**src/rtl/if_fetch_unit.sv**
```systemverilog
// Instruction-fetch front end: owns the PC, reads the instruction memory and buffers
// fetched words in a small prefetch FIFO that decode drains via a valid/ready handshake.
module if_fetch_unit #(
  parameter int                ADDR_W   = 64,
  parameter logic [ADDR_W-1:0] RESET_PC = '0,
  parameter int                DEPTH    = 2
) (
  input  logic              i_clk,
  input  logic              i_rst,
  input  logic              i_fetch_en,
  output logic [ADDR_W-1:0] o_imem_addr,
  input  logic [31:0]       i_imem_rdata,
  output logic              o_out_valid,
  input  logic              i_out_ready,
  output logic [31:0]       o_out_instr,
  output logic [ADDR_W-1:0] o_out_pc,
  input  logic              i_redirect_valid,
  input  logic [ADDR_W-1:0] i_redirect_pc,
  output logic              o_misalign_err,
  output logic [31:0]       o_fetch_count
);

  localparam int PTR_W = (DEPTH > 1) ? $clog2(DEPTH) : 1;
  localparam int CNT_W = PTR_W + 1;
  localparam logic [CNT_W-1:0] FULL_CNT = CNT_W'(DEPTH);

  logic [ADDR_W-1:0] r_pc;
  logic [ADDR_W-1:0] r_pc_mem    [DEPTH];
  logic [31:0]       r_instr_mem [DEPTH];
  logic [PTR_W-1:0]  r_rd_ptr;
  logic [PTR_W-1:0]  r_wr_ptr;
  logic [CNT_W-1:0]  r_count;
  logic              r_misalign;
  logic [31:0]       r_fetch_count;

  logic              w_pop;
  logic              w_push;
  logic              w_has_room;
  logic [ADDR_W-1:0] w_target_pc;
  logic              w_target_misaligned;

  // A full FIFO may still accept a word in a cycle where decode takes the head.
  always_comb begin
    o_out_valid         = (r_count != '0) && !i_redirect_valid && !i_rst;
    w_pop               = o_out_valid && i_out_ready;
    w_has_room          = (r_count < FULL_CNT) || w_pop;
    w_push              = i_fetch_en && !i_redirect_valid && !i_rst && w_has_room;
    w_target_pc         = {i_redirect_pc[ADDR_W-1:2], 2'b00};
    w_target_misaligned = (i_redirect_pc[1:0] != 2'b00);
  end

  always_comb begin
    o_imem_addr    = i_rst ? RESET_PC : r_pc;
    o_out_instr    = r_instr_mem[r_rd_ptr];
    o_out_pc       = r_pc_mem[r_rd_ptr];
    o_misalign_err = r_misalign;
    o_fetch_count  = r_fetch_count;
  end

  always_ff @(posedge i_clk) begin
    if (i_rst) begin
      r_pc <= RESET_PC;
    end else if (i_redirect_valid) begin
      r_pc <= w_target_pc;
    end else if (w_push) begin
      r_pc <= r_pc + ADDR_W'(4);
    end
  end

  // Storage needs no reset: occupancy is tracked entirely by r_count.
  always_ff @(posedge i_clk) begin
    if (w_push) begin
      r_pc_mem[r_wr_ptr]    <= r_pc;
      r_instr_mem[r_wr_ptr] <= i_imem_rdata;
    end
  end

  always_ff @(posedge i_clk) begin
    if (i_rst || i_redirect_valid) begin
      r_rd_ptr <= '0;
      r_wr_ptr <= '0;
      r_count  <= '0;
    end else begin
      if (w_push) begin
        r_wr_ptr <= r_wr_ptr + PTR_W'(1);
      end
      if (w_pop) begin
        r_rd_ptr <= r_rd_ptr + PTR_W'(1);
      end
      case ({w_push, w_pop})
        2'b10:   r_count <= r_count + CNT_W'(1);
        2'b01:   r_count <= r_count - CNT_W'(1);
        default: r_count <= r_count;
      endcase
    end
  end

  always_ff @(posedge i_clk) begin
    if (i_rst) begin
      r_misalign <= 1'b0;
    end else if (i_redirect_valid && w_target_misaligned) begin
      r_misalign <= 1'b1;
    end
  end

  always_ff @(posedge i_clk) begin
    if (i_rst) begin
      r_fetch_count <= '0;
    end else if (w_push && (r_fetch_count != 32'hFFFF_FFFF)) begin
      r_fetch_count <= r_fetch_count + 32'd1;
    end
  end

endmodule

```
**config.mk**
```make
export PLATFORM = sky130hd
export DESIGN_NAME = if_fetch_unit
export DESIGN_NICKNAME = d
export VERILOG_FILES = /design/src/rtl/if_fetch_unit.sv
export SDC_FILE = /design/constraint.sdc
export NUM_CORES = 1
export LEC_CHECK = 0
export CORE_UTILIZATION = 45
export DETAILED_ROUTE_END_ITERATION = 6
export PLACE_DENSITY = 0.73
export SLEW_MARGIN = 0
export SYNTH_ARGS = -nofsm -noshare
export SYNTH_HDL_FRONTEND = slang
export SYNTH_SLANG_ARGS = --single-unit
```
**constraint.sdc**
```tcl
create_clock -name i_clk -period 21.6 [get_ports i_clk]
set_input_delay 4.32 -clock i_clk [delete_from_list [all_inputs] [get_ports i_clk]]
set_output_delay 4.32 -clock i_clk [all_outputs]
set_load 0.005 [all_outputs]
```
# Word level (Yosys, flattened, before mapping)
# Memory sizes are Yosys's and may differ from the RTL's. A register that Yosys moved wholly into a read port is not among the register bits.
# Cells that the tools add are included.
[totals]
register_bits = 101
latch_bits = 0
mem_bits_rw = 192
romBits = 0
in_bits = 101
out_inout_bits = 194
word_cells = 46
memories = 2
[classes]
addsub = 6
mul = 0
div_mod_pow = 0
magnitude_cmp = 1
n_eq_ne = 3
shift = 0
mux = 10
bitwise_logic = 0
reduce_logical = 17
[mem_list]
columns = ["name", "words", "word_bits", "rd", "rd_clocked_by_memory_dff", "wr", "line_no", "rtl"]
rows = [
  ["r_pc_mem", 2, 64, 1, 1, 1, "28", "logic [ADDR_W-1:0] r_pc_mem [DEPTH];"],
  ["r_instr_mem", 2, 32, 1, 1, 1, "29", "logic [31:0] r_instr_mem [DEPTH];"],
]
[op_table]
columns = ["op", "count"]
rows = [
  ["64-bit two-way mux", 3],
  ["64-bit by 3-bit adder with 64-bit output, second input constant", 1],
  ["32-bit by 1-bit adder with 32-bit output, second input constant", 1],
  ["32-bit inequality test, second input constant", 1],
  ["1-bit logical AND", 8],
  ["2-bit nonzero test", 4],
  ["1-bit two-way mux", 6],
  ["2-bit one-hot mux with 2 select lines", 1],
  ["1-bit adder, second input constant", 2],
  ["2-bit by 1-bit adder with 2-bit output, second input constant", 1],
  ["2-bit by 1-bit == test with 1-bit output, second input constant", 1],
  ["2-bit == test, second input constant", 1],
  ["1-bit logical NOT", 2],
  ["1-bit logical OR", 2],
  ["2-bit < comparator, second input constant", 1],
  ["2-bit OR reduction", 1],
  ["2-bit by 1-bit subtractor with 2-bit output, second input constant", 1],
]

# Depth between registers and ports, before layout
[depth]
depth_word = 8
ltp_mapped = 10
mapped_depth_nobuf = 7

# Worst setup path before layout
# OpenSTA, ideal clock, no wires.
[synth_timing]
kind = "input to register"
from = "input port i_redirect_valid"
to = "memory r_instr_mem[0][0], enable pin"
setup_ps = 548
t_arrival_ps = 9352
t_required_ps = 21052
setup_slack_ps = 11700
cell_stages = 7
n_path_buf = 3
cell_sequence = "or2_1 > buf_2 > nor3_2 > inv_1 > clkbuf_1 > clkbuf_1 > nor2_1"
[synth_between]
elab_chain_len = 8
[synth_lines]
columns = ["item", "line_no", "rtl"]
rows = [
  ["from (decl)", "17", "input logic i_redirect_valid,"],
  ["1-bit logical NOT (*)", "44, 47", ""],
  ["1-bit logical AND (2 in a row)", "44", "o_out_valid = (r_count != '0) && !i_redirect_valid && !i_rst;"],
  ["1-bit logical AND", "45", "w_pop = o_out_valid && i_out_ready;"],
  ["1-bit logical OR", "46", "w_has_room = (r_count < FULL_CNT) || w_pop;"],
  ["1-bit logical AND (*)", "47", "w_push = i_fetch_en && !i_redirect_valid && !i_rst && w_has_room;"],
  ["1-bit two-way mux (*)", "72", "if (w_push) begin"],
  ["1-bit two-way mux (implied by the code) (*)", "74", "r_instr_mem[r_wr_ptr] <= i_imem_rdata;"],
  ["to (decl)", "29", ""],
]
# Every way passes the cells marked *; elsewhere a longest branch is shown, timed or not.

# Worst setup path after layout
[layout_timing]
from = "input port i_rst"
to = "output port o_imem_addr[32]"
[layout_between]
elab_chain_len = 1
[layout_lines]
columns = ["item", "line_no", "rtl"]
rows = [
  ["from (decl)", "9", "input logic i_rst,"],
  ["64-bit two-way mux", "53", "o_imem_addr = i_rst ? RESET_PC : r_pc;"],
  ["to (decl)", "11", "output logic [ADDR_W-1:0] o_imem_addr,"],
]
# Every way passes these cells.

==> out/results.txt <==
The remaining global-route overflow is 0. The number of routed nets with antenna violations was 0. Relative to the synthesized area, the layout overhead comes to 33.46%. The number of distinct standard cells referenced by the synthesized netlist was 59; the gate count of the mapped netlist was 1,082. The logs give 31 for the total CTS buffers and 0.02103 ns for the worst-case clock skew. The final weighted congestion in routability-driven placement was 0.8711; the initial antenna violation count was 5.

The total setup buffers inserted after CTS came out at 0. The run finished with clean final reports. The pin count of the biggest net entering global routing was 98; the CTS clock-pin slew for the worst setup and hold paths was 0.06 ns. VDD sags by at most 0.05692 mV. The number of hold buffers added after CTS was 0.

The logs give 0 for the max-slew violation total from the final report and 288 for the clock sink count. The tools report the number of detailed-route iterations in the first pass as 5. Max-cap violations in this run came to 0. The starting density of the core is 0.4602. Power spread over the standard cell area amounts to 73.34 nW/um^2. For this block, the initial DRC count from the detailed router was 855. The synthesis warning total is 0. The worst min-delay path class is reg -> reg.

After detailed routing, the number of remaining DRC violations is 0. The largest fanout of any net on the critical path works out to 78. The count of flip-flops with a built-in enable after synthesis is 188. CTS placed an instance of clkbuf_16 at the clock tree root. The floorplan step defined a die boundary enclosing 29,250 um^2.

The total half-perimeter wirelength after legalization and detailed placement is 24,250 um. The share of synthesized registers carrying an async set or reset works out to 0. The run gives 9,275 as the number of global-route vias before repair.

The share of the yosys chip area belonging to registers came out at 0.5949. The minimum period implied by the final worst setup slack works out to 11.33 ns. The most used flip-flop cell after synthesis is edfxtp_1. The run gives 0.08824 GHz as the highest clock frequency the design can meet.

The net total in the final layout was 1,458; the average instance area after synthesis was 11.88 um^2. Overall power consumption after layout is estimated at 1258 uW. 295 I/O pins were placed. The number of placement rows is 61. At the later pin of the worst-skew pair, clock insertion delay measures 0.56 ns. The number of gates resized after CTS was 0.

The combined area of all synthesized cells is 12,850 um^2. The average wire length per cell after detail routing works out to 20.27 um. Leaving out fill and tap cells, the most frequent cells in the layout are clkdlybuf4s50_1 (289), edfxtp_1 (188), dfxtp_1 (99), mux2_2 (98), nor2_1 (70). Leakage power: 0.005542 uW. The tools report the total wire length after detailed routing as 35,740 um.

The library cell used most frequently in the layout, excluding fill and tap cells, is clkdlybuf4s50_1. The tools report the final-layout setup total negative slack as 0 ns. Measured along the x axis, the die boundary spans 171.0 um. The longest clock path from root to sink contains 3 buffers. At the pin with the least slew margin, the transition time is 1.004 ns. The worst setup path is captured at an output pin.

TritonCTS built the clock tree. Measured along the y axis, the die boundary spans 171.0 um. The final critical-path share of the clock period was 0.5247. For the total via count after detailed routing, the log shows 9,926. After detailed routing, the number of vias per cell comes to 5.630.

The data required time of the critical path was 17.28 ns. The layout cell share with drive strength beyond 1 works out to 0.1276. The run gives 2,244 as the total of fill cells in the finished design. Buffers placed on the I/O ports in this run total 290. The hold violation total from the final report was 0.

The worst relative slew slack is 0.3309. The register bit total from synthesis came out at 288. The start-to-end type of the worst setup path is in -> out.

The total routing usage reported by global routing is 0.2362. Setup repair after global routing left no endpoint under its margin. The first global-routing pass estimated 53,660 um of wire. For the data arrival at the endpoint of the critical path, the log shows 7.01 ns. The run gives 0 as the number of endpoints failing setup at the final stage. STA classifies the critical path startpoint as an input pin. For the core outline area, the log shows 27,930 um^2. H-tree depth reported by CTS: 1.
kinds of logic (layout without fill, tap and decap cells):
group / after synthesis / count (layout) / share of synthesized area
other cells: 1 / 10 / 0.0002917
flops: 288 / 288 / 0.5949
fa+ha+maj: 3 / 3 / 0.002920
mux: 101 / 101 / 0.08828
xor+xnor: 34 / 34 / 0.02316
compound gates: 161 / 161 / 0.08673
buf+inv: 81 / 375 / 0.02657
simple gates: 413 / 413 / 0.1771
report_power, final:
group	switching, uW	internal (uW)	leakage, uW
Combinational	35.3	48.9	0.00244
Clock	217	334	0.000534
Sequential	19.9	603	0.00257
Total	273	986	0.00554
Yosys cell counts (all sizes together) (4+ instances only):
library cell,count,share of area
a211oi,21,0.012
a21oi,35,0.014
a311oi,13,0.0089
a31oi,9,0.0044
and2,7,0.0034
and3,9,0.0044
and4,13,0.0089
buf,19,0.0085
clkbuf,46,0.013
dfxtp,100,0.16
edfxtp,188,0.44
inv,15,0.0044
mux2,99,0.087
nand2,58,0.017
nand3,47,0.018
nand4,44,0.022
nor2,71,0.021
nor2b,62,0.030
nor3,20,0.0086
nor4,20,0.0097
o211ai,6,0.0035
o21a,5,0.0029
o21ai,20,0.0078
o311a,4,0.0031
o31ai,28,0.016
or2,4,0.0019
or3,16,0.0078
or4,36,0.021
xnor2,16,0.011
xor2,18,0.012
through the flow:
step	util	setup slack [ns]	hold slack (ns)	area [um^2]	cells
final	0.6142	10.27	0.4555	17160	1763
after floorplan	-	11.70	0.4237	12870	1085
after global placement	0.5749	10.29	0.4374	16060	1699
after CTS	0.6136	10.21	0.4537	17140	1757
after global routing	0.6138	10.08	0.5090	17150	1759
after detailed placement	0.5749	10.22	0.4420	16060	1699
area by class of cell:
cell class / instances / area (um^2) / share of cell area
well taps: 378 / 473.0 / 0.02757
inverters: 16 / 60.06 / 0.003501
multi-input cells: 716 / 4892 / 0.2852
clock inverters: 14 / 157.7 / 0.009189
flip-flops and latches: 288 / 7651 / 0.4460
repair buffers: 301 / 2983 / 0.1739
clock buffers: 44 / 924.6 / 0.05389
diodes: 6 / 15.01 / 0.0008751
flip-flops by register name, summed over array words and instances, names as in the netlist, named ones only:
signal,flops
r_instr_mem,64
r_wr_ptr,1
r_rd_ptr,1
r_pc,62
o_fetch_count,32
o_misalign_err,1
r_pc_mem,124
r_count,2
routing by layer:
layer  wire length [um]  track usage
met2              16410       0.3742
met1              15680       0.3237
met3               2802      0.05158
met5                 13            0
met4                829      0.07026
worst paths after layout:
kind | cells past startpoint | slack, ns | endpoint | start
setup / recovery | 6 | 10.27 | o_imem_addr[32] | i_rst
hold / removal | 2 | 0.46 | o_misalign_err | o_misalign_err
setup reg to reg | 5 | 18.39 | r_pc[63] | r_pc[7]
hold reg to reg | 2 | 0.46 | o_misalign_err | o_misalign_err
critical path, stage by stage:
cell,delay (ns)
buf_4,0.63
buf_4,0.75
inv_1,0.52
nand2_1,0.21
inv_1,0.06
clkdlybuf4s50_1,0.48
(Power assumes the default switching activity.)
